$ cat config.mk
export PLATFORM = sky130hd
export DESIGN_NAME = alu_serial_seq
export DESIGN_NICKNAME = d
export VERILOG_FILES = /design/src/rtl/alu_serial_seq.sv
export SDC_FILE = /design/constraint.sdc
export NUM_CORES = 1
export LEC_CHECK = 0
export CORE_UTILIZATION = 48
export DETAILED_ROUTE_END_ITERATION = 6
export GPL_TIMING_DRIVEN = 0
export PLACE_DENSITY = 0.78
export SLEW_MARGIN = 20
export SYNTH_ARGS = -nofsm -noshare
export SYNTH_HDL_FRONTEND = slang
export SYNTH_SLANG_ARGS = --single-unit
$ cat constraint.sdc
create_clock -name clk -period 2.05 [get_ports clk]
set_clock_uncertainty 0.2 [all_clocks]
set_input_delay 0.41 -clock clk [delete_from_list [all_inputs] [get_ports clk]]
set_output_delay 0.41 -clock clk [all_outputs]
set_load 0.05 [all_outputs]
$ cat src/rtl/alu_serial_seq.sv
// Bit-serial ALU sequencer: one WIDTH-bit AND/OR/ADD/SUB/SLT op evaluated LSB-first, one bit per clock.
// Optional build macro ALU_SLT_OVF_FIX_EN: SLT uses set ^ overflow (signed-correct) instead of raw sign.
module alu_serial_seq #(
  parameter int unsigned WIDTH = 32
) (
  input  logic             clk,
  input  logic             rst_n,
  input  logic             start,
  input  logic [WIDTH-1:0] a,
  input  logic [WIDTH-1:0] b,
  input  logic [2:0]       op,
  output logic             busy,
  output logic             done,
  output logic [WIDTH-1:0] result,
  output logic             cout,
  output logic             overflow,
  output logic             zero
);

  localparam int unsigned CW = $clog2(WIDTH);

  localparam logic [1:0] S_IDLE = 2'd0;
  localparam logic [1:0] S_RUN  = 2'd1;
  localparam logic [1:0] S_DONE = 2'd2;

  logic [1:0]       state, state_nxt;
  logic             accept, last;
  logic [WIDTH-1:0] a_sh, b_sh, result_sh;
  logic [2:0]       op_q;
  logic             carry;
  logic [CW-1:0]    cnt;

  logic             abit, bbit, g, p, s, c, sel, less, arith;
  logic [WIDTH-1:0] res_fin;

  // State register
  always_ff @(posedge clk or negedge rst_n) begin
    if (!rst_n) state <= S_IDLE;
    else        state <= state_nxt;
  end

  // Next state; start is only honoured in IDLE and DONE
  always_comb begin
    state_nxt = state;
    accept    = 1'b0;
    last      = 1'b0;
    case (state)
      S_IDLE: begin
        if (start) begin
          state_nxt = S_RUN;
          accept    = 1'b1;
        end
      end
      S_RUN: begin
        if (cnt == CW'(WIDTH - 1)) begin
          state_nxt = S_DONE;
          last      = 1'b1;
        end
      end
      S_DONE: begin
        if (start) begin
          state_nxt = S_RUN;
          accept    = 1'b1;
        end else begin
          state_nxt = S_IDLE;
        end
      end
      default: state_nxt = S_IDLE;
    endcase
  end

  // 1-bit ALU slice plus the values that finalise the op on the MSB step
  always_comb begin
    abit  = a_sh[0];
    bbit  = b_sh[0] ^ op_q[2];
    g     = abit & bbit;
    p     = abit | bbit;
    s     = abit ^ bbit ^ carry;
    c     = (abit & bbit) | (abit & carry) | (bbit & carry);
    arith = op_q[1];
    sel   = s;
    case (op_q[1:0])
      2'b00:   sel = g;
      2'b01:   sel = p;
      default: sel = s;
    endcase
`ifdef ALU_SLT_OVF_FIX_EN
    less = s ^ (carry ^ c);
`else
    less = s;
`endif
    res_fin = {sel, result_sh[WIDTH-1:1]};
    if (op_q[1:0] == 2'b11) res_fin = WIDTH'(less);
  end

  // Datapath: operand shifters, carry flop, bit counter and registered outputs
  always_ff @(posedge clk or negedge rst_n) begin
    if (!rst_n) begin
      a_sh      <= '0;
      b_sh      <= '0;
      result_sh <= '0;
      op_q      <= '0;
      carry     <= 1'b0;
      cnt       <= '0;
      busy      <= 1'b0;
      done      <= 1'b0;
      result    <= '0;
      cout      <= 1'b0;
      overflow  <= 1'b0;
      zero      <= 1'b1;
    end else begin
      busy <= (state_nxt == S_RUN);
      done <= last;
      if (accept) begin
        a_sh  <= a;
        b_sh  <= b;
        op_q  <= op;
        carry <= op[2];
        cnt   <= '0;
      end else if (state == S_RUN) begin
        result_sh <= {sel, result_sh[WIDTH-1:1]};
        carry     <= c;
        a_sh      <= a_sh >> 1;
        b_sh      <= b_sh >> 1;
        cnt       <= cnt + CW'(1);
        if (last) begin
          result   <= res_fin;
          cout     <= arith & c;
          overflow <= arith & (carry ^ c);
          zero     <= (res_fin == '0);
        end
      end
    end
  end

endmodule

==> results of run 1 <==
sequential cells by signal, summed over array words and instances, names as in the netlist, 2 cells and up:
name / flops
result_sh: 31
state: 2
op_q: 3
result: 32
a_sh: 32
b_sh: 32
cnt: 5
cell type report:
class | count | share of cell area [%]
repair buffers | 109 | 13.2
multi-input cells | 501 | 28.3
inverters | 4 | 0.186
flip-flops and latches | 143 | 44.3
clock inverters | 10 | 2.28
well taps | 168 | 2.60
clock buffers | 21 | 5.83
plain buffers | 48 | 3.26
report_power, final:
part	switching (mW)	internal, mW	total (mW)
Clock	1.17	2.25	3.42
Sequential	0.798	3.96	4.76
Combinational	2.74	1.64	4.39
Total	4.71	7.85	12.6
Yosys cell counts, drive strengths merged:
cell    number
inv          4
or2          1
a31oi       56
o21ai       45
nand3        2
nand4        2
and3         1
mux2i        1
nor2b        1
a32o         1
fa           1
nor2        64
nor3         1
nand2b       4
a21oi        4
buf         35
ha           4
o22ai        3
dfstp        1
xor2         2
and2b        1
clkbuf      13
mux2         1
dfrtp      142
a22oi        4
nand2      292
a22o         3
nor4         7
path summary, 6_finish.rpt:
kind	start	endpoint	slack [ps]	cells after the start
min in group asynchronous	rst_n	result[6]$_DFFE_PN0P_	350	2
max	b_sh[0]$_DFFE_PN0P_	zero$_DFFE_PN1P_	-1	5
max reg2reg	b_sh[0]$_DFFE_PN0P_	zero$_DFFE_PN1P_	-1	5
max in group asynchronous	rst_n	b_sh[29]$_DFFE_PN0P_	560	3
min reg2reg	result[18]$_DFFE_PN0P_	result[18]$_DFFE_PN0P_	270	2
min	result[18]$_DFFE_PN0P_	result[18]$_DFFE_PN0P_	270	2
cells by family (layout without fill, tap and decap cells):
| group | count (synthesis) | in the layout |
|---|---|---|
| AO/OA/AOI/OAI | 116 | 116 |
| XOR/XNOR | 2 | 2 |
| adder cells (fa/ha/maj) | 5 | 5 |
| buffers and inverters | 52 | 192 |
| flip-flops | 143 | 143 |
| multiplexers | 2 | 2 |
| AND/OR/NAND/NOR | 376 | 376 |
metrics by stage:
stage	worst slack, ps	total power [mW]
final	-1.50	12.6
after global routing	-55.8	13.3
after floorplan	86.2	7.69
after CTS	29.0	12.5
after global placement	-5040	8.83
after detailed placement	-217	9.09
layer usage:
layer,GRT usage (%),wire [µm]
met1,29.1,6150
met2,40.4,7230
met5,0,0
met4,8.83,297
met3,7.12,1040
worst max-delay path, stage by stage (launching register included):
cell and delay (ps):
dfrtp_1 410, xor2_2 200, fa_1 550, mux2_4 300, o21ai_4 150, a32o_1 180
what timing repair did:
| action | in CTS | in global routing |
|---|---|---|
| setup buffers | 1 | 0 |
| endpoints found under the hold margin | 75 | 0 |
| gates resized for setup | 42 | 9 |
| pin swaps | 1 | 1 |
| setup endpoints to repair | 39 | 5 |
| hold buffers | 1 | 0 |
==> run metrics, run 1 <==
result of the run finished, violations left; failing checks setup timing; Gate Count Post-Synth about 700; Fmax 487 MHz; largest family of logic cells by synthesized area simple AND/OR/NAND/NOR gates; RD Place Congestion between 0.8 and 0.9; post-synthesis compound-gate area fraction ~11%; share of layout cells above drive strength 1 roughly a tenth; Syn. warnings 0; commonest non-fill, non-tap cell in the layout nand2_1; first-pass GRT wire length approximately 24000 µm; overall global routing resource usage 23.9%; FF+latch count, synth 143; 1st-pass router iterations 6; top post-synthesis cells by area dfrtp_1, nand2_1, a31oi_1; Worst-Skew Late Latency ~430 ps; Max-cap violations 0; register area share after synthesis between 50% and 60%; RSZ-0062 raised after global routing true; Clock transition at path regs approximately 60 ps; clock tree buffer depth 2; CP startpoint kind register; CTS H-Tree Depth 4; Root Buffer clkbuf_16; Final Critical Period between 2000 and 2500 ps; mean post-synth cell area slightly below 9 µm²; Final Non-Filler Cells 1004; DP HPWL approximately 10000 µm; Yosys top cell area share approximately 58%; sequential cell area around 3600 µm²; area leader, netlist dfrtp_1; grt total ovfl 0; design area between 8000 and 9000 µm²; CTS tree built; Final Core Density about two thirds; Core Area 12200 µm²; leakage 3.89 nW; most frequent cells in the layout nand2_1, dfrtp_1, clkdlybuf4s50_1; Iteration-0 DRC Markers around 390; Area Overhead vs Synth 32.3%; fin crit share 100%; cts bufs inserted 17; Crit Path Class reg2reg; Netlist cell types 34; crit end category register; Max Slew Vio Count 0; setup ws final -1.50 ps; Port Buffers approximately 110; drt via density between 5 and 6; Mapped Area 6100 µm²; CP arrival 2220 ps; largest net degree at the start of global routing ~80; mux cell area share after synthesis less than 1%; Fillers 990; DRT Wirelength approximately 15000 µm; CP required roughly 2200 ps; pwr dens 1560 nW/µm²; worst rel slew slack between 60% and 70%; nets@finish approximately 900; number of clock sinks between 100 and 150; area of the multi-input gates around 2300 µm²; # rows 40; XOR/XNOR Fraction of Synth Area less than 1%; antenna diode instance count 0; vias roughly 5.3k; drt drc 0; adder-cell share of the synthesized area between 1 and 1.5%; Final Hold Fails 0; worst slew pin tran roughly 570 ps; Hold WS ~270 ps; placed inst area ~7400 µm²; syn nets 771; crit path max fanout 4; Ports 107; vias in the first global route 5087; Hold Path Class reg2reg; Peak VDD IR between 0.6 and 0.7 mV; final setup vio count 1; Die Ht about 110 µm; total die area between 10000 and 15000 µm²; WL per Instance roughly 15 µm; Routed Antenna Nets 0; Simple-Gate Fraction of Synth Area 24.0%; initial antenna violation count 0; setup tns final -1.50 ps; Starting Density 50.0%; placed insts a little under 1k; Die Span X between 100 and 150 µm
Note: power is estimated with default switching activity, not from simulation.
==> run 2, diff against run 1 <==
--- a/config.mk
+++ b/config.mk
@@ -8,6 +8,7 @@
 export CORE_UTILIZATION = 48
 export DETAILED_ROUTE_END_ITERATION = 6
 export GPL_TIMING_DRIVEN = 0
+export MAX_ROUTING_LAYER = met4
 export PLACE_DENSITY = 0.78
 export SLEW_MARGIN = 20
 export SYNTH_ARGS = -nofsm -noshare
==> run 2 against run 1 <==
- clock-buffer cell count did not move
- global-route usage rose by 0.82 points
- sequential cell count did not move
- fmax rose by 0.33%
- the flow now finishes without violations
- power barely moved
- non-clock buffer count did not move
- largest power group unchanged
- register-to-register slack barely moved
- core utilization did not move
- clock power barely moved
==> run metrics, run 2 (synthesis results as in run 1) <==
Fmax 489 MHz (+0.33%); vias in the first global route 5093 (+0.12%); Max Slew Vio Count 0 (unchanged); DP HPWL 10100 µm (unchanged); antenna diode instance count 0 (unchanged); DRT Wirelength 14800 µm (+0.30%); leakage 3.89 nW (unchanged); Final Critical Period 2040 ps (-6.82 ps); fin crit share 99.7% (-0.33 points); share of layout cells above drive strength 1 9.45% (unchanged); pwr dens 1560 nW/µm² (about the same); placed inst area 7400 µm² (unchanged); sequential cell area 3580 µm² (unchanged); M1 WL 6140 µm (-0.26%); Final Core Density 66.1% (unchanged); Die Span X 115 µm (unchanged); CTS H-Tree Depth 4 (unchanged); grt total ovfl 0 (unchanged); Max-cap violations 0 (unchanged); most frequent cells in the layout nand2_1, dfrtp_1, clkdlybuf4s50_1; Root Buffer clkbuf_16; area of the multi-input gates 2280 µm² (unchanged); met2 wire length 7350 µm (+1.7%); WL per Instance 14.7 µm (+0.30%); total die area 13200 µm² (unchanged); CP arrival 2220 ps (about the same); vias 5297 (-0.23%); Starting Density 50.0% (unchanged); Cells on Worst Hold Path 2 (unchanged); CP required 2220 ps (about the same); Final Hold Fails 0 (unchanged); initial antenna violation count 0 (unchanged); max layer used met4; design area 8070 µm² (unchanged); 1st-pass router iterations 5 (-1); CP startpoint kind register; RD Place Congestion 0.816 (+1.5%); cts bufs inserted 17 (unchanged); number of clock sinks 143 (unchanged); slowest cell on the critical path fa_1; Fillers 990 (unchanged); drt via density 5.28 (-0.23%); DP Worst Slack -217 ps (unchanged); # rows 40 (unchanged); Die Ht 115 µm (unchanged); worst slew pin tran 569 ps (-5.40 ps); setup ws final 5.33 ps (+6.82 ps); crit-path cells xor2_2 -> fa_1 -> mux2_4 -> o21ai_4 -> a32o_1; R2R setup slack 5 ps (about the same); Hold Path Class reg2reg; Power Total 12.6 mW (about the same); crit end category register; Area Overhead vs Synth 32.3% (unchanged); Routed Antenna Nets 0 (unchanged); first-pass GRT wire length 24100 µm (about the same); overall global routing resource usage 24.7% (+0.82 points); Peak VDD IR 0.687 mV (about the same); nets@finish 899 (unchanged); largest net degree at the start of global routing 78 (unchanged); Worst-Skew Late Latency 430 ps (about the same); CTS tree built; Port Buffers 106 (unchanged); hold_sp result[18]$_DFFE_PN0P_; Clock transition at path regs 60 ps (about the same); clock tree buffer depth 2 (unchanged); RSZ-0062 raised after global routing true; Met3 Wirelength 1020 µm (-1.4%); reg-to-reg critical path startpoint b_sh[0]$_DFFE_PN0P_; largest registers a_sh: 32 flops, b_sh: 32 flops, result: 32 flops; commonest non-fill, non-tap cell in the layout nand2_1; hold endpoint result[18]$_DFFE_PN0P_; Iteration-0 DRC Markers 365 (-7.4%); crit path max fanout 4 (unchanged); Ports 107 (unchanged); worst rel slew slack 62.1% (+0.36 points); final setup vio count 0 (-1); reg2reg path depth 5 (unchanged); Crit Reg-Reg Endpoint zero$_DFFE_PN1P_; Core Area 12200 µm² (unchanged); result of the run finished, final reports clean; Crit Path Class reg2reg; Worst path max stage delay 550 ps (about the same); drt drc 0 (unchanged)
## run 2: how the worst max path moves through the flow
stage | start | cells past startpoint | end
after global routing | b_sh[0]$_DFFE_PN0P_ | 5 | zero$_DFFE_PN1P_
after floorplan | op_q[2]$_DFFE_PN0P_ | 5 | zero$_DFFE_PN1P_
after CTS | b_sh[0]$_DFFE_PN0P_ | 5 | zero$_DFFE_PN1P_
after detailed placement | op_q[2]$_DFFE_PN0P_ | 5 | zero$_DFFE_PN1P_
final | b_sh[0]$_DFFE_PN0P_ | 5 | zero$_DFFE_PN1P_
after global placement | rst_n | 1 | a_sh[5]$_DFFE_PN0P_
## run 2: metrics by stage
| stage | std cells | TNS, ps | hold WS, ps |
|---|---|---|---|
| final | 1004 | 0 | 272 |
| after global routing | 1004 | -111 | 297 |
| after CTS | 1004 | 0 | 278 |
| after detailed placement | 971 | -1390 | 225 |
| after global placement | 970 | -718570 | 264 |
| after floorplan | 696 | 0 | -85.6 |
## run 2: repair_timing
action                                  4_1_cts  5_1_grt
hold buffers                                  1        0
endpoints found under the setup margin       39        4
resized for setup                            42        9
buffers inserted                              1        0
endpoints found under the hold margin        75        0
pin swaps                                     1        1
## run 2: worst max-delay path: cells and delay by family (launching register included)
family,cells,cell delay (ps)
muxes,1,300
DFF,1,410
AOI/OAI and AO/OA,2,320
adders and majority gates,1,550
xor gates and xnor gates,1,200
## run 2: routing by layer
metal  vias up  GRT usage [%]
li1       2541              -
met1      2557           29.2
met2       175           40.4
met3        24           7.54
met4         0           8.31
met5         -              -
## run 2: cell type report
class                   count  area share, %
multi-input cells         501           28.3
inverters                   4          0.186
plain buffers              48           3.26
flip-flops and latches    143           44.3
well taps                 168           2.60
clock buffers              21           5.83
clock inverters            10           2.28
repair buffers            109           13.2
## run 2: power by group
part | internal, mW | leakage, nW | total (mW) | switching, mW
sequential | 3.96 | 1.80 | 4.75 | 0.794
clock | 2.24 | 0.315 | 3.42 | 1.18
combinational | 1.64 | 1.77 | 4.39 | 2.74
==> run 3, diff against run 2 <==
--- a/config.mk
+++ b/config.mk
@@ -9,7 +9,7 @@
 export DETAILED_ROUTE_END_ITERATION = 6
 export GPL_TIMING_DRIVEN = 0
 export MAX_ROUTING_LAYER = met4
-export PLACE_DENSITY = 0.78
+export PLACE_DENSITY = 0.89
 export SLEW_MARGIN = 20
 export SYNTH_ARGS = -nofsm -noshare
 export SYNTH_HDL_FRONTEND = slang
==> constraint.sdc (replaced) <==
create_clock -name clk -period 1.7 [get_ports clk]
set_clock_uncertainty 0.2 [all_clocks]
set_input_delay 0.34 -clock clk [delete_from_list [all_inputs] [get_ports clk]]
set_output_delay 0.34 -clock clk [all_outputs]
set_load 0.05 [all_outputs]
==> run 3 against run 2 <==
- the run now ends with setup timing left
- worst hold slack worse by 76 ps
- design area is 2.5% higher
- clock power is 11% higher
- first-iteration DRC count is 29% higher
- register-to-register slack worse by 290 ps
- power is 22% higher
- worst setup slack worse by 290 ps
- core utilization is 1.7 points higher
- fmax is 2.9% higher
- via count is 2.0% higher
- sequential share of layout area is 1.1 points lower
- largest power group unchanged
==> run metrics, run 3 (synthesis results as in run 1) <==
R2R setup slack -290 ps (-290 ps); placed insts 971 (unchanged); # rows 40 (unchanged); worst slew pin tran 513 ps (-56.1 ps); Reg power frac 38.1% (+0.3 points); Worst-Skew Late Latency 410 ps (-20 ps); initial antenna violation count 0 (unchanged); first-pass GRT wire length 24700 µm (+2.6%); leakage 3.93 nW (+1.1%); nets@finish 908 (+1.0%); CP startpoint kind register; Starting Density 50.0% (unchanged); 1st-pass router iterations 5 (unchanged); crit path from op_q[2]$_DFFE_PN0P_; drt drc 0 (unchanged); Hold Path Class in2async; DP Worst Slack -340 ps (-123 ps); setup ws final -287 ps (-293 ps); share of layout cells above drive strength 1 20.3% (+11 points); Root Buffer clkbuf_16; slowest cell on the critical path fa_2; Routed Antenna Nets 0 (unchanged); setup tns final -578 ps (-578 ps); WL per Instance 15.6 µm (+5.9%); RSZ-0062 raised after global routing true; drt via density 5.33 (+1.0%); clock tree buffer depth 2 (unchanged); Max-cap violations 0 (unchanged); Net Switching 6.10 mW (+29%); Final Core Density 67.8% (+1.7 points); Sw Share 39.9% (+2.4 points); DRT Wirelength 15800 µm (+6.9%); pwr dens 1850 nW/µm² (+19%); reg-to-reg critical path startpoint op_q[2]$_DFFE_PN0P_; Max Slew Vio Count 0 (unchanged); fin crit share 117% (+17 points); Iteration-0 DRC Markers 470 (+29%); crit-path cells xor2_2 -> fa_2 -> mux2_4 -> o21ai_4 -> a32o_1; Area Overhead vs Synth 35.6%; grt total ovfl 0 (unchanged); Core Area 12200 µm² (unchanged); vias 5404 (+2.0%); number of clock sinks 143 (unchanged); Buf/Inv on CP 0 (unchanged); routing usage on met1 31.5% (+2.3 points); total die area 13200 µm² (unchanged); Final Critical Period 1990 ps (-57.2 ps); result of the run finished, violations left; CTS H-Tree Depth 4 (unchanged); Ports 107 (unchanged); Die Span X 115 µm (unchanged); busiest layer in global routing met2; vias in the first global route 5208 (+2.3%); commonest non-fill, non-tap cell in the layout nand2_1; internal power 9.18 mW (+17%); antenna diode instance count 0 (unchanged); largest net degree at the start of global routing 103 (+32%); grt met2 use 40.8% (+0.40 points); Worst path max stage delay 500 ps (-50 ps); RD Place Congestion 0.802 (-1.7%); overall global routing resource usage 25.2% (+0.48 points); Fmax 503 MHz (+2.9%); crit path max fanout 4 (unchanged); Fillers 922 (-6.9%); DP HPWL 9780 µm (-3.4%); most frequent cells in the layout nand2_1, dfrtp_1, clkdlybuf4s50_1; cts bufs inserted 17 (unchanged); failing checks setup timing; Port Buffers 106 (unchanged); critical path's top delay family adder cells; Final Non-Filler Cells 1014 (+1.0%); crit end category register; final setup vio count 6 (+6); CP arrival 2150 ps (-70 ps); Final Hold Fails 0 (unchanged); Peak VDD IR 0.827 mV (+20%); met3 GRT Util 5.69% (-1.8 points); Comb power frac 37.1% (+2.2 points); part of the power in the clock network 24.8% (-2.4 points); CP required 1860 ps (-360 ps); CTS tree built; largest registers a_sh: 32 flops, b_sh: 32 flops, result: 32 flops; Crit Path Class reg2reg; Die Ht 115 µm (unchanged); worst rel slew slack 65.8% (+3.7 points); Clock transition at path regs 60 ps (about the same)
[run 3: final timing paths]
kind	to	depth (start not counted)
min in group clk	op_q[1]$_DFFE_PN0P_	3
max	zero$_DFFE_PN1P_	5
max reg2reg	zero$_DFFE_PN1P_	5
max in group asynchronous	zero$_DFFE_PN1P_	3
min	result[11]$_DFFE_PN0P_	2
min reg2reg	result[13]$_DFFE_PN0P_	2
[run 3: per-layer routing]
metal | share of wire [%] | wire length [µm]
met5 | 0 | 0
met4 | 1.6 | 257
met3 | 5.6 | 884
met2 | 51 | 8010
met1 | 42 | 6630
[run 3: area by class of cell]
class	count	area, µm²	share of cell area (%)
clock buffer	17	425	5.14
sequential	143	3580	43.3
tap	168	210	2.54
timing repair buffer	117	1040	12.6
clock inverter	15	173	2.09
inverter	4	15.0	0.181
buffer	48	345	4.17
multi-input combinational	502	2480	30.0
[run 3: metrics by stage]
stage | hold WS, ps | total power, mW | area, µm²
detailed placement | 36.8 | 11.0 | 7430
finish | 196 | 15.3 | 8270
CTS | 198 | 14.9 | 8150
floorplan | -156 | 9.35 | 6120
global route | 202 | 16.2 | 8270
global placement | 263 | 10.7 | 7390
[run 3: what timing repair did]
item	in CTS	in global routing
gates resized for setup	153	141
setup endpoints to repair	75	91
gates cloned	2	2
hold endpoints to repair	41	0
buffers inserted	2	4
pin swaps	3	11
hold buffers	1	0
[run 3: power groups by stage]
stage | clock network [mW] | registers, mW | logic, mW
floorplan | 0 | 6.15 | 3.20
global placement | 0 | 5.70 | 5.05
detailed placement | 0 | 5.73 | 5.27
CTS | 3.79 | 5.72 | 5.41
global route | 3.96 | 5.97 | 6.28
finish | 3.79 | 5.81 | 5.67
